==> config.mk <==
export PLATFORM = sky130hd
export DESIGN_NAME = ahb_copy_master
export DESIGN_NICKNAME = d
export VERILOG_FILES = /design/src/rtl/ahb_copy_master.sv
export SDC_FILE = /design/constraint.sdc
export NUM_CORES = 1
export LEC_CHECK = 0
export ABC_AREA = 1
export CAP_MARGIN = 20
export CORE_ASPECT_RATIO = 0.7
export CORE_MARGIN = 2
export CORE_UTILIZATION = 30
export DETAILED_ROUTE_END_ITERATION = 10
export GPL_TIMING_DRIVEN = 0
export SETUP_SLACK_MARGIN = 0.15
export SKIP_LAST_GASP = 1
export SLEW_MARGIN = 20
export SYNTH_ARGS = -nofsm -noshare
export SYNTH_HDL_FRONTEND = slang
export SYNTH_SLANG_ARGS = --single-unit
==> constraint.sdc <==
create_clock -name HCLK -period 2.3 [get_ports HCLK]
set_clock_uncertainty 0.05 [all_clocks]
set_input_delay 0.23 -clock HCLK [delete_from_list [all_inputs] [get_ports HCLK]]
set_output_delay 0.23 -clock HCLK [all_outputs]
set_load 0.005 [all_outputs]
==> src/rtl/ahb_copy_master.sv <==
// Word-by-word AHB-Lite copy engine: one single read then one single write per word.
// Optional build macro AHB_COPY_ERR_EN enables abort on an ERROR response.
module ahb_copy_master #(
  parameter int LENWIDTH = 16
) (
  input  logic                HCLK,
  input  logic                HRESETn,
  input  logic                start,
  input  logic [31:0]         src_addr,
  input  logic [31:0]         dst_addr,
  input  logic [LENWIDTH-1:0] len,
  output logic                busy,
  output logic                done,
  output logic                err,
  output logic [31:0]         HADDR,
  output logic [1:0]          HTRANS,
  output logic                HWRITE,
  output logic [2:0]          HSIZE,
  output logic [2:0]          HBURST,
  output logic [3:0]          HPROT,
  output logic                HMASTLOCK,
  output logic [31:0]         HWDATA,
  input  logic                HREADY,
  input  logic [31:0]         HRDATA,
  input  logic                HRESP,
  output logic [2:0]          state_dbg
);

  typedef enum logic [2:0] {
    S_IDLE    = 3'd0,
    S_RD_ADDR = 3'd1,
    S_RD_DATA = 3'd2,
    S_WR_ADDR = 3'd3,
    S_WR_DATA = 3'd4,
    S_DONE    = 3'd5
  } state_t;

  localparam logic [1:0] TR_IDLE   = 2'b00;
  localparam logic [1:0] TR_NONSEQ = 2'b10;

  state_t              state;
  logic [31:0]         src;
  logic [31:0]         dst;
  logic [LENWIDTH-1:0] cnt;
  logic [31:0]         buffer;

  assign HSIZE     = 3'b010;
  assign HBURST    = 3'b000;
  assign HPROT     = 4'b0011;
  assign HMASTLOCK = 1'b0;
  assign state_dbg = state;

  logic unused_addr_bits;
  assign unused_addr_bits = ^{src_addr[1:0], dst_addr[1:0]};

`ifndef AHB_COPY_ERR_EN
  logic unused_hresp;
  assign unused_hresp = HRESP;
  assign err = 1'b0;
`endif

  // Outputs are registered: each transition loads the values the next state drives.
  always_ff @(posedge HCLK or negedge HRESETn) begin
    if (!HRESETn) begin
      state  <= S_IDLE;
      src    <= '0;
      dst    <= '0;
      cnt    <= '0;
      buffer <= '0;
      HADDR  <= '0;
      HTRANS <= TR_IDLE;
      HWRITE <= 1'b0;
      HWDATA <= '0;
      busy   <= 1'b0;
      done   <= 1'b0;
`ifdef AHB_COPY_ERR_EN
      err    <= 1'b0;
`endif
    end else begin
      done <= 1'b0;
      case (state)
        S_IDLE: begin
          if (start) begin
`ifdef AHB_COPY_ERR_EN
            err <= 1'b0;
`endif
            if (len != '0) begin
              src    <= {src_addr[31:2], 2'b00};
              dst    <= {dst_addr[31:2], 2'b00};
              cnt    <= len;
              HADDR  <= {src_addr[31:2], 2'b00};
              HTRANS <= TR_NONSEQ;
              HWRITE <= 1'b0;
              busy   <= 1'b1;
              state  <= S_RD_ADDR;
            end else begin
              done  <= 1'b1;
              state <= S_DONE;
            end
          end
        end
        S_RD_ADDR: begin
          if (HREADY) begin
            HTRANS <= TR_IDLE;
            state  <= S_RD_DATA;
          end
        end
        S_RD_DATA: begin
`ifdef AHB_COPY_ERR_EN
          if (HRESP) begin
            err   <= 1'b1;
            busy  <= 1'b0;
            done  <= 1'b1;
            state <= S_DONE;
          end else
`endif
          if (HREADY) begin
            buffer <= HRDATA;
            HWDATA <= HRDATA;
            HADDR  <= dst;
            HTRANS <= TR_NONSEQ;
            HWRITE <= 1'b1;
            state  <= S_WR_ADDR;
          end
        end
        S_WR_ADDR: begin
          if (HREADY) begin
            HTRANS <= TR_IDLE;
            HWDATA <= buffer;
            state  <= S_WR_DATA;
          end
        end
        S_WR_DATA: begin
`ifdef AHB_COPY_ERR_EN
          if (HRESP) begin
            err   <= 1'b1;
            busy  <= 1'b0;
            done  <= 1'b1;
            state <= S_DONE;
          end else
`endif
          if (HREADY) begin
            src <= src + 32'd4;
            dst <= dst + 32'd4;
            cnt <= cnt - LENWIDTH'(1);
            if (cnt == LENWIDTH'(1)) begin
              busy  <= 1'b0;
              done  <= 1'b1;
              state <= S_DONE;
            end else begin
              HADDR  <= src + 32'd4;
              HTRANS <= TR_NONSEQ;
              HWRITE <= 1'b0;
              state  <= S_RD_ADDR;
            end
          end
        end
        S_DONE: begin
          state <= S_IDLE;
        end
        default: begin
          busy   <= 1'b0;
          HTRANS <= TR_IDLE;
          state  <= S_IDLE;
        end
      endcase
    end
  end

endmodule

Yosys cells after proc, flatten, opt, wreduce, memory -nomap -nowiden
Index checks and enable logic that the tools add are counted.
{"block": "totals", "inputBits": 117, "out_inout_bits": 84, "word_cells": 95, "regBits": 184, "romBits": 0, "latchBits": 0, "ramBits": 0, "n_memories": 0}
{"block": "op_classes", "shift": 0, "n_reduce_logical": 14, "magnitude_cmp": 0, "n_addsub": 3, "eq_ne": 15, "bitwise": 2, "n_mux": 50, "n_mul": 0, "div": 0}
{"cell": "32-bit two-way mux", "count": 11}
{"cell": "32-bit one-hot mux with 2 select lines", "count": 3}
{"cell": "32-bit one-hot mux with 3 select lines", "count": 1}
{"cell": "32-bit by 3-bit adder with 32-bit output, second input constant", "count": 2}
{"cell": "16-bit two-way mux", "count": 3}
{"cell": "16-bit one-hot mux with 2 select lines", "count": 1}
{"cell": "3-bit two-way mux", "count": 7}
{"cell": "16-bit by 1-bit equality test with 1-bit output, second input constant", "count": 1}
{"cell": "2-bit inequality test, second input constant", "count": 8}
{"cell": "16-bit nonzero test", "count": 1}
{"cell": "16-bit by 1-bit subtractor with 16-bit output, second input constant", "count": 1}
{"cell": "3-bit one-hot mux with 5 select lines", "count": 1}
{"cell": "1-bit two-way mux", "count": 13}
{"cell": "2-bit two-way mux", "count": 6}
{"cell": "2-bit one-hot mux with 5 select lines", "count": 1}
{"cell": "5-bit AND reduction", "count": 2}
{"cell": "7-bit AND reduction", "count": 1}
{"cell": "3-bit by 2-bit equality test with 1-bit output, second input constant", "count": 2}
{"cell": "3-bit equality test, second input constant", "count": 2}
{"cell": "1-bit one-hot mux with 3 select lines", "count": 2}
{"cell": "6-bit AND reduction", "count": 1}
{"cell": "4-bit AND reduction", "count": 1}
{"cell": "2-bit nonzero test", "count": 2}
{"cell": "4-bit OR reduction", "count": 1}
{"cell": "other kinds (9)", "count": 10}

Logic depth before layout (Yosys ltp)
Gate-level depths: netlist (run 1).
{"block": "logic_depth", "ltp_word": 4, "mapped_depth": 13, "ltp_nobuf": 12}

Worst setup path before layout (run 1)
No wires, ideal clock.
{"block": "synth_timing", "kind": "flip-flop to flip-flop", "from": "reg state[0], in the netlist state_dbg[0]", "to": "reg cnt[10]", "setup_slack_ns": 0.588, "t_arrival_ns": 1.538, "setup_ns": 0.124, "path_buffers": 2, "stages_incl_launch_ff": 13, "required_time_ns": 2.126, "period_less_slack_ns": 1.712, "path_cell_list": "dfrtp_1 inv_2 nand2_1 nor2_1 nand2_1 nand2_1 nor2_1 nand2_2 inv_2 buf_6 buf_4 o211ai_1 nand2_1"}
{"block": "synth_via", "elab_chain_cells": 3, "word_cells_on_any_way": 8, "classes_between": "eq/ne (4); mux (1); reduce/logical (3)"}
{"element": "from (decl)", "line_no": "41", "source": "state_t state;"}
{"element": "from (signal assigned)", "line_no": "65", "source": "state <= S_IDLE;"}
{"element": "from (signal assigned)", "line_no": "95", "source": "state <= S_RD_ADDR;"}
{"element": "from (signal assigned)", "line_no": "98", "source": "state <= S_DONE;"}
{"element": "3-bit equality test or 3-bit logical NOT (tied branches)", "line_no": "81", "source": "case (state)"}
{"element": "2-bit inequality test (no source line) or 2-bit nonzero test (tied branches)"}
{"element": "4-bit AND reduction (no source line)"}
{"element": "to (signal assigned)", "line_no": "90", "source": "cnt <= len;"}
{"element": "to (signal assigned)", "line_no": "145", "source": "cnt <= cnt - LENWIDTH'(1);"}
{"element": "to (decl)", "line_no": "44", "source": "logic [LENWIDTH-1:0] cnt;"}
Parallel ways exist; a longest one is shown, timed or not.
A chain may end at the register's enable or synchronous reset.

Final worst setup path (run 1)
{"block": "layout_timing", "from": "in HREADY", "to": "reg HADDR[18]"}
{"block": "layout_via", "elab_chain_cells": 2, "word_cells_on_any_way": 3, "classes_between": "eq/ne (2); reduce/logical (1)"}
{"element": "from (decl)", "line_no": "23", "source": "input logic HREADY,"}
{"element": "2-bit inequality test (no source line)"}
{"element": "6-bit AND reduction (no source line) (*)"}
{"element": "to (signal assigned)", "line_no": "91", "source": "HADDR <= {src_addr[31:2], 2'b00};"}
{"element": "to (signal assigned)", "line_no": "120", "source": "HADDR <= dst;"}
{"element": "to (signal assigned)", "line_no": "151", "source": "HADDR <= src + 32'd4;"}
{"element": "to (decl)", "line_no": "15", "source": "output logic [31:0] HADDR,"}
Every way passes the cells marked *; elsewhere a longest branch is shown, timed or not.

==> results of run 1 <==
==> worst max-delay path, stage by stage <==
cell and delay (ns):
sky130_fd_sc_hd__clkdlybuf4s50_1 0.59, sky130_fd_sc_hd__clkinvlp_4 0.29, sky130_fd_sc_hd__nand2_1 0.18, sky130_fd_sc_hd__nand2_1 0.09, sky130_fd_sc_hd__inv_2 0.06, sky130_fd_sc_hd__nand2_2 0.08, sky130_fd_sc_hd__nor2_4 0.21, sky130_fd_sc_hd__nand2_4 0.12
sky130_fd_sc_hd__inv_4 0.16, sky130_fd_sc_hd__buf_4 0.24, sky130_fd_sc_hd__nand2_1 0.08, sky130_fd_sc_hd__nand2_1 0.06
==> synth_stat cells (3+ instances only) <==
library cell,number,area [sq um]
sky130_fd_sc_hd__a21oi_1,69,345.3
sky130_fd_sc_hd__a31oi_1,11,68.82
sky130_fd_sc_hd__buf_1,3,11.26
sky130_fd_sc_hd__buf_2,15,75.07
sky130_fd_sc_hd__buf_4,21,157.7
sky130_fd_sc_hd__buf_6,3,33.78
sky130_fd_sc_hd__clkbuf_1,36,135.1
sky130_fd_sc_hd__dfrtp_1,178,4454
sky130_fd_sc_hd__ha_1,4,50.05
sky130_fd_sc_hd__inv_1,140,525.5
sky130_fd_sc_hd__inv_2,6,22.52
sky130_fd_sc_hd__nand2_1,493,1851
sky130_fd_sc_hd__nand3_1,95,475.5
sky130_fd_sc_hd__nand3b_1,4,30.03
sky130_fd_sc_hd__nand4_1,9,56.30
sky130_fd_sc_hd__nor2_1,213,799.5
sky130_fd_sc_hd__nor3_1,17,85.08
sky130_fd_sc_hd__o211ai_1,41,307.8
sky130_fd_sc_hd__o21ai_0,130,650.6
sky130_fd_sc_hd__o21ai_1,16,80.08
sky130_fd_sc_hd__o21bai_1,4,30.03
sky130_fd_sc_hd__xor2_1,11,96.34
==> path summary, 6_finish.rpt <==
kind	start	to	slack [ns]	cells after the start
max in group asynchronous	HRESETn	HWDATA[29]$_DFFE_PN0P_	0.89	4
max	HREADY	HADDR[18]$_DFFE_PN0P_	0.23	12
min	HRESETn	HADDR[14]$_DFFE_PN0P_	0.18	2
max reg2reg	state_dbg[2]$_DFFE_PN0P_	HADDR[7]$_DFFE_PN0P_	0.24	8
min in group HCLK	HRDATA[9]	buffer[9]$_DFFE_PN0P_	0.29	3
min reg2reg	HWRITE$_DFFE_PN0P_	HWRITE$_DFFE_PN0P_	0.42	2
==> final cells by class <==
cell class,count,share of cell area (%)
buffer,79,3.339
clock buffer,19,3.157
clock inverter,13,1.031
inverter,149,4.179
multi-input combinational,1145,37.56
sequential,178,32.52
tap,472,4.307
timing repair buffer,187,13.91
==> metrics by stage <==
stage,std cells,total power [mW],setup WS (ns)
after detailed placement,2207,15.47,-0.3408
after floorplan,1551,11.26,0.5881
after global placement,2205,15.30,-7.092
after global routing,2242,20.22,0.1370
final,2242,18.77,0.2262
after CTS,2240,18.56,0.1070
==> cell families after synthesis <==
family / after synthesis / share of synthesized area [%]
AO/OA/AOI/OAI: 275 / 14.40
XOR/XNOR: 12 / 1.001
adder cells (fa/ha/maj): 4 / 0.4768
buffers and inverters: 228 / 9.380
flip-flops: 178 / 42.43
other: 2 / 0.07154
AND/OR/NAND/NOR: 841 / 32.24
==> state kept, by name (all words and copies together), names as in the netlist <==
signal     count
buffer        32
state_dbg      3
HWDATA        32
src           30
busy           1
HTRANS         1
cnt           16
done           1
HADDR         31
HWRITE         1
dst           30
==> per-layer routing <==
layer / global-route usage, % / part of all wire [%] / vias to the layer above
li1: - / - / 5350
met1: 33.99 / 46 / 5356
met2: 32.97 / 42 / 557
met3: 5.031 / 9.4 / 48
met4: 6.655 / 2.4 / 0
met5: 0 / 0 / -
==> timing repair <==
| action | in CTS | in global routing |
|---|---|---|
| pin swaps | 0 | 1 |
| resized for setup | 14 | 36 |
| hold endpoints to repair | 90 | 0 |
| setup endpoints to repair | 76 | 132 |
| buffers inserted | 0 | 2 |
| hold buffers | 1 | 0 |
==> power breakdown <==
part / internal (mW) / switching, mW / total [mW]
logic: 3.56 / 6.23 / 9.79
clock network: 1.54 / 1.47 / 3.00
registers: 4.65 / 1.33 / 5.98
==> flow_metrics.tcl, run 1 <==
set metrics [dict create \
    clk_pin_slew_worst_paths_ns 0.07 \
    first_global_vias 10510 \
    synth.cell_area_sq_um 10500 \
    synth.lib_cells_used.distinct 38 \
    finalSetupViolCount 0 \
    layout_area_overhead_pct 30.63 \
    global_route.usage.total_pct 22.86 \
    die-area_sq_um 36530 \
    clockBufferDepth 2 \
    power.ir.vdd_worst_mv 0.7468 \
    maxSlewHeadroom_pct 54.76 \
    numPortBuffers 182 \
    worst_skew_pair.late_latency_ns 0.46 \
    fmaxAchievable_ghz 0.4822 \
    grt_antenna_before_repair 0 \
    yosys_register_bits 178 \
    timing.setup.critical_path_class "input port to flop" \
    totalNegativeSetupSlack_ns 0 \
    finalNetCount 1878 \
    power_per_cell_area_nw_per_um2 1369 \
    report.final.hold_viol_count 0 \
    gpl.final_weighted_congestion 0.9630 \
    wl_mm 41.21 \
    grt_setup_unrepaired "no" \
    avgViaCountPerCell 5.045 \
    maxCapViolations 0 \
    arrival_ns 2.41 \
    yosys_warnings 0 \
    global_route.overflow_total 0 \
    cts_root_buffer "sky130_fd_sc_hd__clkbuf_16" \
    timing.hold.worst.class "input port to async pin" \
    cellLeakagePower_nw 6.461 \
    critical_path.max_fanout 10 \
    final-max-slew-violation-count 0 \
    worst_setup_path_start_kind "input port" \
    drive_above_1_share_pct 6.949 \
    syn_avg_cell_area_sq_um 6.817 \
    wl_per_cell_microns 18.38 \
    insertedDiodeCount 0 \
    min_period_ns 2.074 \
    synth-seq-area-share_pct 42.43 \
    worstPathRequired_ns 2.63 \
    tritoncts "yes" \
    synth-edff-count 0 \
    synthFlopType "sky130_fd_sc_hd__dfrtp_1" \
    routed-via-count 11310 \
    layout_common_cells "sky130_fd_sc_hd__nand2_1, sky130_fd_sc_hd__nor2_1, sky130_fd_sc_hd__clkdlybuf4s50_1" \
    firstDrtPassIters 6 \
    fin_hold_ws_ns 0.1753 \
    htreeDepth 4 \
    std_cell_rows 57 \
    drc_errors 0 \
    area_of_placed_instances_sq_um 13010 \
    worst-slew-pin-transition_ns 0.6785 \
    core_area_sq_um 34590 \
    period_share_pct 90.16 \
    die_w_microns 227.6 \
    pin_count 201 \
    register_area_sq_um 4459 \
    fillerInstances 3629 \
    multi_input_area_sq_um 5151 \
    grt_first_pass_wirelength_mm 62.62 \
    post-route-util_pct 39.65 \
    maximum_number_of_pins_on_one_net_before_global_route_repair 89 \
    post-route-cell-area_sq_um 13710 \
    outcome "finished clean" \
    most_common_cell_after_layout_fill_and_taps_aside "sky130_fd_sc_hd__nand2_1" \
    clock-sinks 178 \
    violation_count_after_the_first_detailed_routing_iteration 1273 \
    ys_async_sr_fraction_pct 100.0 \
    cts-buffers-inserted 17 \
    floorplan.initialDensity_pct 30.35 \
    critical_path.endpoint_type "flop" \
    die_height_microns 160.5 \
    netlist_instances 1540 \
    ant_nets 0 \
    detailed_place_hpwl_mm 31.86 \
]
(Power assumes the default switching activity.)
==> run 2: changes to the inputs <==
--- a/config.mk
+++ b/config.mk
@@ -10,11 +10,12 @@
 export CORE_ASPECT_RATIO = 0.7
 export CORE_MARGIN = 2
 export CORE_UTILIZATION = 30
+export CTS_BUF_LIST = sky130_fd_sc_hd__clkbuf_2
 export DETAILED_ROUTE_END_ITERATION = 10
 export GPL_TIMING_DRIVEN = 0
 export SETUP_SLACK_MARGIN = 0.15
 export SKIP_LAST_GASP = 1
-export SLEW_MARGIN = 20
+export SLEW_MARGIN = 25
 export SYNTH_ARGS = -nofsm -noshare
 export SYNTH_HDL_FRONTEND = slang
 export SYNTH_SLANG_ARGS = --single-unit
==> run 2 against run 1 <==
  * Sequential share of layout area down 2.3 points
  * Count of clock-buffer cells in the layout is 2 lower
  * First-iteration DRC count up 4.5%
  * Die area unchanged
  * Non-clock buffer count is 142 higher
  * Total power decreased by 4.1%
  * Via count grew 4.7%
  * Hold slack worse by 0.064 ns
  * Sequential cell count unchanged
  * Largest cell class unchanged
==> flow_metrics.tcl, run 2 (synthesis gave the netlist of run 1 again) <==
set metrics [dict create \
    outcome "finished clean" \
    worstHoldStart "dst_addr[9]" \
    power_frac_seq_pct 32.8 \
    firstDrtPassIters 7 \
    worst_skew_pair.late_latency_ns 0.90 \
    critical_path.slowest_cell "sky130_fd_sc_hd__dfrtp_1" \
    cts_root_buffer "sky130_fd_sc_hd__clkbuf_2" \
    power.ir.vdd_worst_mv 0.4979 \
    detailed_place_hpwl_mm 31.82 \
    maxSlewHeadroom_pct 56.92 \
    maximum_number_of_pins_on_one_net_before_global_route_repair 85 \
    core_area_sq_um 34590 \
    fin_ws_ns 0.1679 \
    critical_path.cell_chain "buf_4 -> dlygate4sd2_1" \
    finalNetCount 2020 \
    die_w_microns 227.6 \
    pin_count 201 \
    cpPeakStageDelay_ns 0.50 \
    final-max-slew-violation-count 0 \
    ant_nets 0 \
    min_period_ns 2.132 \
    most_common_cell_after_layout_fill_and_taps_aside "sky130_fd_sc_hd__nand2_1" \
    grt_antenna_before_repair 1 \
    routed-via-count 11840 \
    grt_first_pass_wirelength_mm 64.00 \
    cellLeakagePower_nw 7.202 \
    power_per_cell_area_nw_per_um2 1221 \
    critical_path.max_fanout 3 \
    leading_registers_by_flop_count "HWDATA (32), buffer (32), HADDR (31)" \
    r2r_end "dst[16]$_DFFE_PN0P_" \
    fmaxAchievable_ghz 0.4690 \
    reg2reg_setup_slack_ns 0.25 \
    cts-buffers-inserted 17 \
    gpl.final_weighted_congestion 0.9630 \
    worst-slew-pin-transition_ns 0.6461 \
    clkPwrFrac_pct 11.1 \
    period_share_pct 92.70 \
    p_comb_share_pct 56.1 \
    arrival_ns 1.85 \
    fin_hold_ws_ns 0.1115 \
    violation_count_after_the_first_detailed_routing_iteration 1330 \
    wl_mm 42.42 \
    numPortBuffers 182 \
    wl_per_cell_microns 17.79 \
    std_cell_rows 57 \
    timing.setup.critical_path_class "flop to primary output" \
    place_worst_setup_slack_ns -0.3124 \
    crit-reg2reg-launch "dst[2]$_DFFE_PN0P_" \
    report.final.hold_viol_count 0 \
    layout_area_overhead_pct 40.57 \
    ff2ff_path_depth 8 \
    drive_above_1_share_pct 8.682 \
    finalSetupViolCount 0 \
    swShare_pct 50.81 \
    fillerInstances 3603 \
    worst_setup_path_start_kind "flop" \
    post-route-util_pct 42.66 \
    grt_setup_unrepaired "yes" \
    floorplan.initialDensity_pct 30.35 \
    worstPathRequired_ns 2.02 \
    clk_pin_slew_worst_paths_ns 0.31 \
    tritoncts "yes" \
    die-area_sq_um 36530 \
    critical_path.endpoint_type "primary output" \
    power_spent_charging_and_discharging_nets_mw 9.152 \
    worstHoldEndpoint "dst[9]$_DFFE_PN0P_" \
    htreeDepth 4 \
    first_global_vias 10960 \
    drc_errors 0 \
    global_route.overflow_total 0 \
    avgViaCountPerCell 4.964 \
    clock-sinks 178 \
    hold_depth 5 \
    total_internal_power_mw 8.860 \
    global_route.usage.total_pct 23.25 \
    timing.hold.worst.class "input port to flop" \
    layout_common_cells "sky130_fd_sc_hd__nand2_1, sky130_fd_sc_hd__nor2_1, sky130_fd_sc_hd__dfrtp_1" \
    die_height_microns 160.5 \
    clockBufferDepth 2 \
    maxCapViolations 0 \
]
[run 2: power groups by stage]
stage                     clock network, mW  registers (mW)  logic (mW)
after detailed placement                  0            5.94        9.54
after global routing                   2.17            6.09        11.2
after CTS                              2.04            5.84        9.65
after global placement                    0            5.92        9.38
final                                  2.00            5.90        10.1
after floorplan                           0            5.65        5.61
[run 2: cell type report]
| type | instances | area [sq um] | area share [%] |
|---|---|---|---|
| Antenna cell | 1 | 2.502 | 0.01696 |
| Sequential cell | 178 | 4459 | 30.22 |
| Multi-Input combinational cell | 1145 | 5177 | 35.09 |
| Timing Repair Buffer | 329 | 3187 | 21.60 |
| Buffer | 79 | 457.9 | 3.103 |
| Clock inverter | 15 | 211.5 | 1.433 |
| Clock buffer | 17 | 85.08 | 0.5766 |
| Tap cell | 472 | 590.6 | 4.002 |
| Inverter | 149 | 585.6 | 3.968 |
[run 2: timing repair]
| item | 4_1_cts | 5_1_grt |
|---|---|---|
| endpoints found under the setup margin | 157 | 147 |
| resized for setup | 86 | 48 |
| pin swaps | 0 | 2 |
| endpoints found under the hold margin | 336 | 0 |
| hold buffers | 112 | 0 |
| buffers inserted | 19 | 14 |
[run 2: how the worst max path moves through the flow]
| stage | endpoint | cells after the start | from |
|---|---|---|---|
| finish | state_dbg[0] | 2 | state_dbg[0]$_DFFE_PN0P_ |
| global placement | HWDATA[19]$_DFFE_PN0P_ | 1 | HRESETn |
| detailed placement | cnt[15]$_DFFE_PN0P_ | 9 | HREADY |
| global route | state_dbg[0] | 2 | state_dbg[0]$_DFFE_PN0P_ |
| CTS | buffer[3]$_DFFE_PN0P_ | 9 | state_dbg[2]$_DFFE_PN0P_ |
| floorplan | cnt[10]$_DFFE_PN0P_ | 12 | state_dbg[0]$_DFFE_PN0P_ |
[run 2: stage by stage]
step	cell area [sq um]	cells	total power, mW	setup TNS (ns)
finish	14760	2385	18.01	0
global route	14760	2385	19.43	0
CTS	14530	2370	17.53	0
detailed placement	13010	2207	15.48	-18.22
global placement	12950	2205	15.30	-1275.32
floorplan	10540	1551	11.26	0
[run 2: per-layer routing]
metal	up-vias	part of all wire (%)	global-route usage, %
met5	-	0	0
met4	0	2.2	6.744
met3	50	8.5	4.592
met2	566	43	33.77
met1	5590	47	34.69
li1	5633	-	-
[run 2: critical path: cells and delay by family (launching register included)]
kind | cells | cell delay [ns]
buffers and inverters | 2 | 0.47
flip-flops | 1 | 0.50
==> patch, RTL diff (settings of run 2) <==
Change the parameter `LENWIDTH` from 16 to 64.
--- a/src/rtl/ahb_copy_master.sv
+++ b/src/rtl/ahb_copy_master.sv
@@ -1,7 +1,7 @@
 // Word-by-word AHB-Lite copy engine: one single read then one single write per word.
 // Optional build macro AHB_COPY_ERR_EN enables abort on an ERROR response.
 module ahb_copy_master #(
-  parameter int LENWIDTH = 16
+  parameter int LENWIDTH = 64
 ) (
   input  logic                HCLK,
   input  logic                HRESETn,
Ports: changed (resized len); port bits go from 201 to 249. The function was not compared with the original's and may differ.
==> patch against run 2 <==
First-iteration DRC count rose by 54%. Critical path depth rose by 10. Fmax rose by 1.4%. Routed wire length rose by 67%. Design area rose by 41%. Hold slack improved by 68 ps. Synthesized area rose by 42%. Power rose by 35%. Final cell count rose by 48%. Setup slack improved by 29 ps. Synthesized cell count rose by 51%. Sequential cell count rose by 48. Critical endpoint is now HADDR[18]. Highest routed layer unchanged.
==> patch: results (changes against run 2) <==
| Metric | Value |
|---|---|
| Fraction of area in registers | `27.2% (-3.0 points)` |
| NonClk Buf Share | `23.2% (-1.5 points)` |
| 1st-iter DRT viols | `2,045 (+54%)` |
| R2r startpoint | `src[2]` |
| Regs by FF count | `cnt: 64 flops, HWDATA: 32 flops, buffer: 32 flops` |
| Nets | `2,999 (+48%)` |
| Die Area | `0.0516 sq mm (+41%)` |
| Hold Crit Class | `in2async` |
| Critical path fanouts, max | `6 (+3)` |
| Yosys Warn Count | `0 (unchanged)` |
| Initial antenna violation count | `1 (unchanged)` |
| Post-synth ARST share | `100% (unchanged)` |
| Final setup margin | `197 ps (+29.3 ps)` |
| Hold_ws | `180 ps (+68.0 ps)` |
| Worst VDD drop | `0.478 mV (-4.0%)` |
| Pin count of the biggest net entering global routing | `68 (-20%)` |
| # port buffers | `229 (+26%)` |
| Worst-case clock buffer depth | `3 (+1)` |
| Non-clock inverters | `170 (+14%)` |
| Slew headroom | `48.3% (-8.6 points)` |
| Area after DPL | `0.0182 sq mm (+40%)` |
| Number of max-cap violations | `0 (unchanged)` |
| Fin area | `0.0208 sq mm (+41%)` |
| Vias per inst | `5.05 (+1.8%)` |
| Largest cells by area after synthesis | `dfrtp_1 38%, nand2_1 22%, nor2_1 10%` |
| Synth Flop Type | `dfrtp_1` |
| Post-Route WL | `70.8 mm (+67%)` |
| Count of non-CTS buffers in the layout | `526 (+29%)` |
| Sequential cells | `226 (+27%)` |
| Reg2Reg Capture Point | `HADDR[18]` |
| Clock buffer count | `89 (+72)` |
| Seq/Total Area, Yosys | `37.9% (-4.5 points)` |
| R2R depth | `12 (+4)` |
| Vias in the first global route | `16,900 (+54%)` |
| CTS buffer count | `60 (+43)` |
| Most frequent cells after synthesis | `862 x nand2_1, 411 x nor2_1, 226 x dfrtp_1` |
| Multi-input gate count | `1,846 (+61%)` |
| Final Wtd Congestion | `1.02 (+6.4%)` |
| Multi-input combinational area share | `40.1% (+5.0 points)` |
| ClkCell Share | `2.36% (+0.35 points)` |
| Filler Cell Count | `5,218 (+45%)` |
| DP Wirelength | `53.7 mm (+69%)` |
| Share of cells above drive strength 1 | `11.3% (+2.6 points)` |
| Clock transition at path regs | `140 ps (-170 ps)` |
| Number of library cell types mapped by synthesis | `37 (-2.6%)` |
| Post-Place Setup Slack | `-1020 ps (-703 ps)` |
| Root buf cell | `clkbuf_2` |
| Diode count | `3 (+2)` |
| Slowest stage delay, CP | `400 ps (-100 ps)` |
| LEAKAGE | `9.81 nW (+36%)` |
| Status | `finished, final reports clean` |
| Worst Path Arrival | `2930 ps (+1080 ps)` |
| Worst-Skew Late Latency | `1070 ps (+170 ps)` |
| First-pass GRT wire length | `105 mm (+64%)` |
| Sw Pwr | `0.0127 W (+38%)` |
| H-tree levels | `2 (-2)` |
| Total GRT Usage | `27.0% (+3.7 points)` |
==> patch: changes by cell type after synthesis, sizes merged, moves of 27 or more <==
cell | run 2 | this run
a21oi | 69 | 14
buf | 42 | 69
dfrtp | 178 | 226
nand2 | 496 | 865
nand3 | 97 | 151
nor2 | 215 | 428
o211ai | 41 | 7
o21ai | 146 | 255
==> patch: how the worst max path moves through the flow <==
| stage | start | end | cells past startpoint |
|---|---|---|---|
| global placement | HRESETn | buffer[10] | 1 |
| detailed placement | len[24] | cnt[22] | 11 |
| finish | src[2] | HADDR[18] | 12 |
| CTS | HADDR[1] | HADDR[1] | 3 |
| global route | state_dbg[2] | HWDATA[3] | 8 |
| floorplan | cnt[0] | cnt[62] | 11 |
==> patch: metal layers <==
metal	vias to the layer above	global-route usage [%]	wire length [um]
met5	-	0	0
met2	900	38.3	28500
met3	95	8.57	8340
met1	8473	39.3	32500
li1	8394	-	-
met4	0	6.63	1350
==> patch: power groups by stage <==
stage / registers, W / clock network (W) / logic, W
global placement: 0.00784 / 0 / 0.0125
finish: 0.00792 / 0.00294 / 0.0135
CTS: 0.00777 / 0.00298 / 0.0129
global route: 0.00812 / 0.00317 / 0.0148
detailed placement: 0.00787 / 0 / 0.0127
floorplan: 0.00730 / 0 / 0.00761
==> patch: worst max-delay path, delay by kind of cell, from the launching register on <==
family / cells / cell delay (ps)
AND/OR/NAND/NOR: 11 / 1250
flip-flops: 1 / 400
adder cells (fa/ha/maj): 1 / 210
==> patch: timing repair <==
| item | CTS | global route |
|---|---|---|
| hold endpoints to repair | 383 | 0 |
| hold buffers | 163 | 0 |
| gates resized for setup | 112 | 96 |
| endpoints found under the setup margin | 166 | 185 |
| pin swaps | 0 | 10 |
| setup buffers | 15 | 14 |
==> patch: cell families (layout without fill, tap and decap cells) <==
| logic type | Yosys count | after routing | share of synthesized area [%] |
|---|---|---|---|
| muxes | 9 | 9 | 0.679 |
| DFF | 226 | 226 | 37.9 |
| AOI/OAI and AO/OA | 292 | 292 | 10.5 |
| other | 2 | 16 | 0.0503 |
| and+or+nand+nor | 1504 | 1504 | 40.8 |
| buffers and inverters | 272 | 796 | 8.37 |
| xor gates and xnor gates | 24 | 24 | 1.41 |
| adders and majority gates | 4 | 4 | 0.335 |
==> patch: through the flow <==
stage / std cells / TNS [ps] / power, W
3_3_place_gp: 3238 / -2317630 / 0.0203
6_report: 3536 / 0 / 0.0243
3_5_place_dp: 3241 / -115620 / 0.0205
5_1_grt: 3534 / 0 / 0.0261
2_1_floorplan: 2344 / 0 / 0.0149
4_1_cts: 3519 / 0 / 0.0236
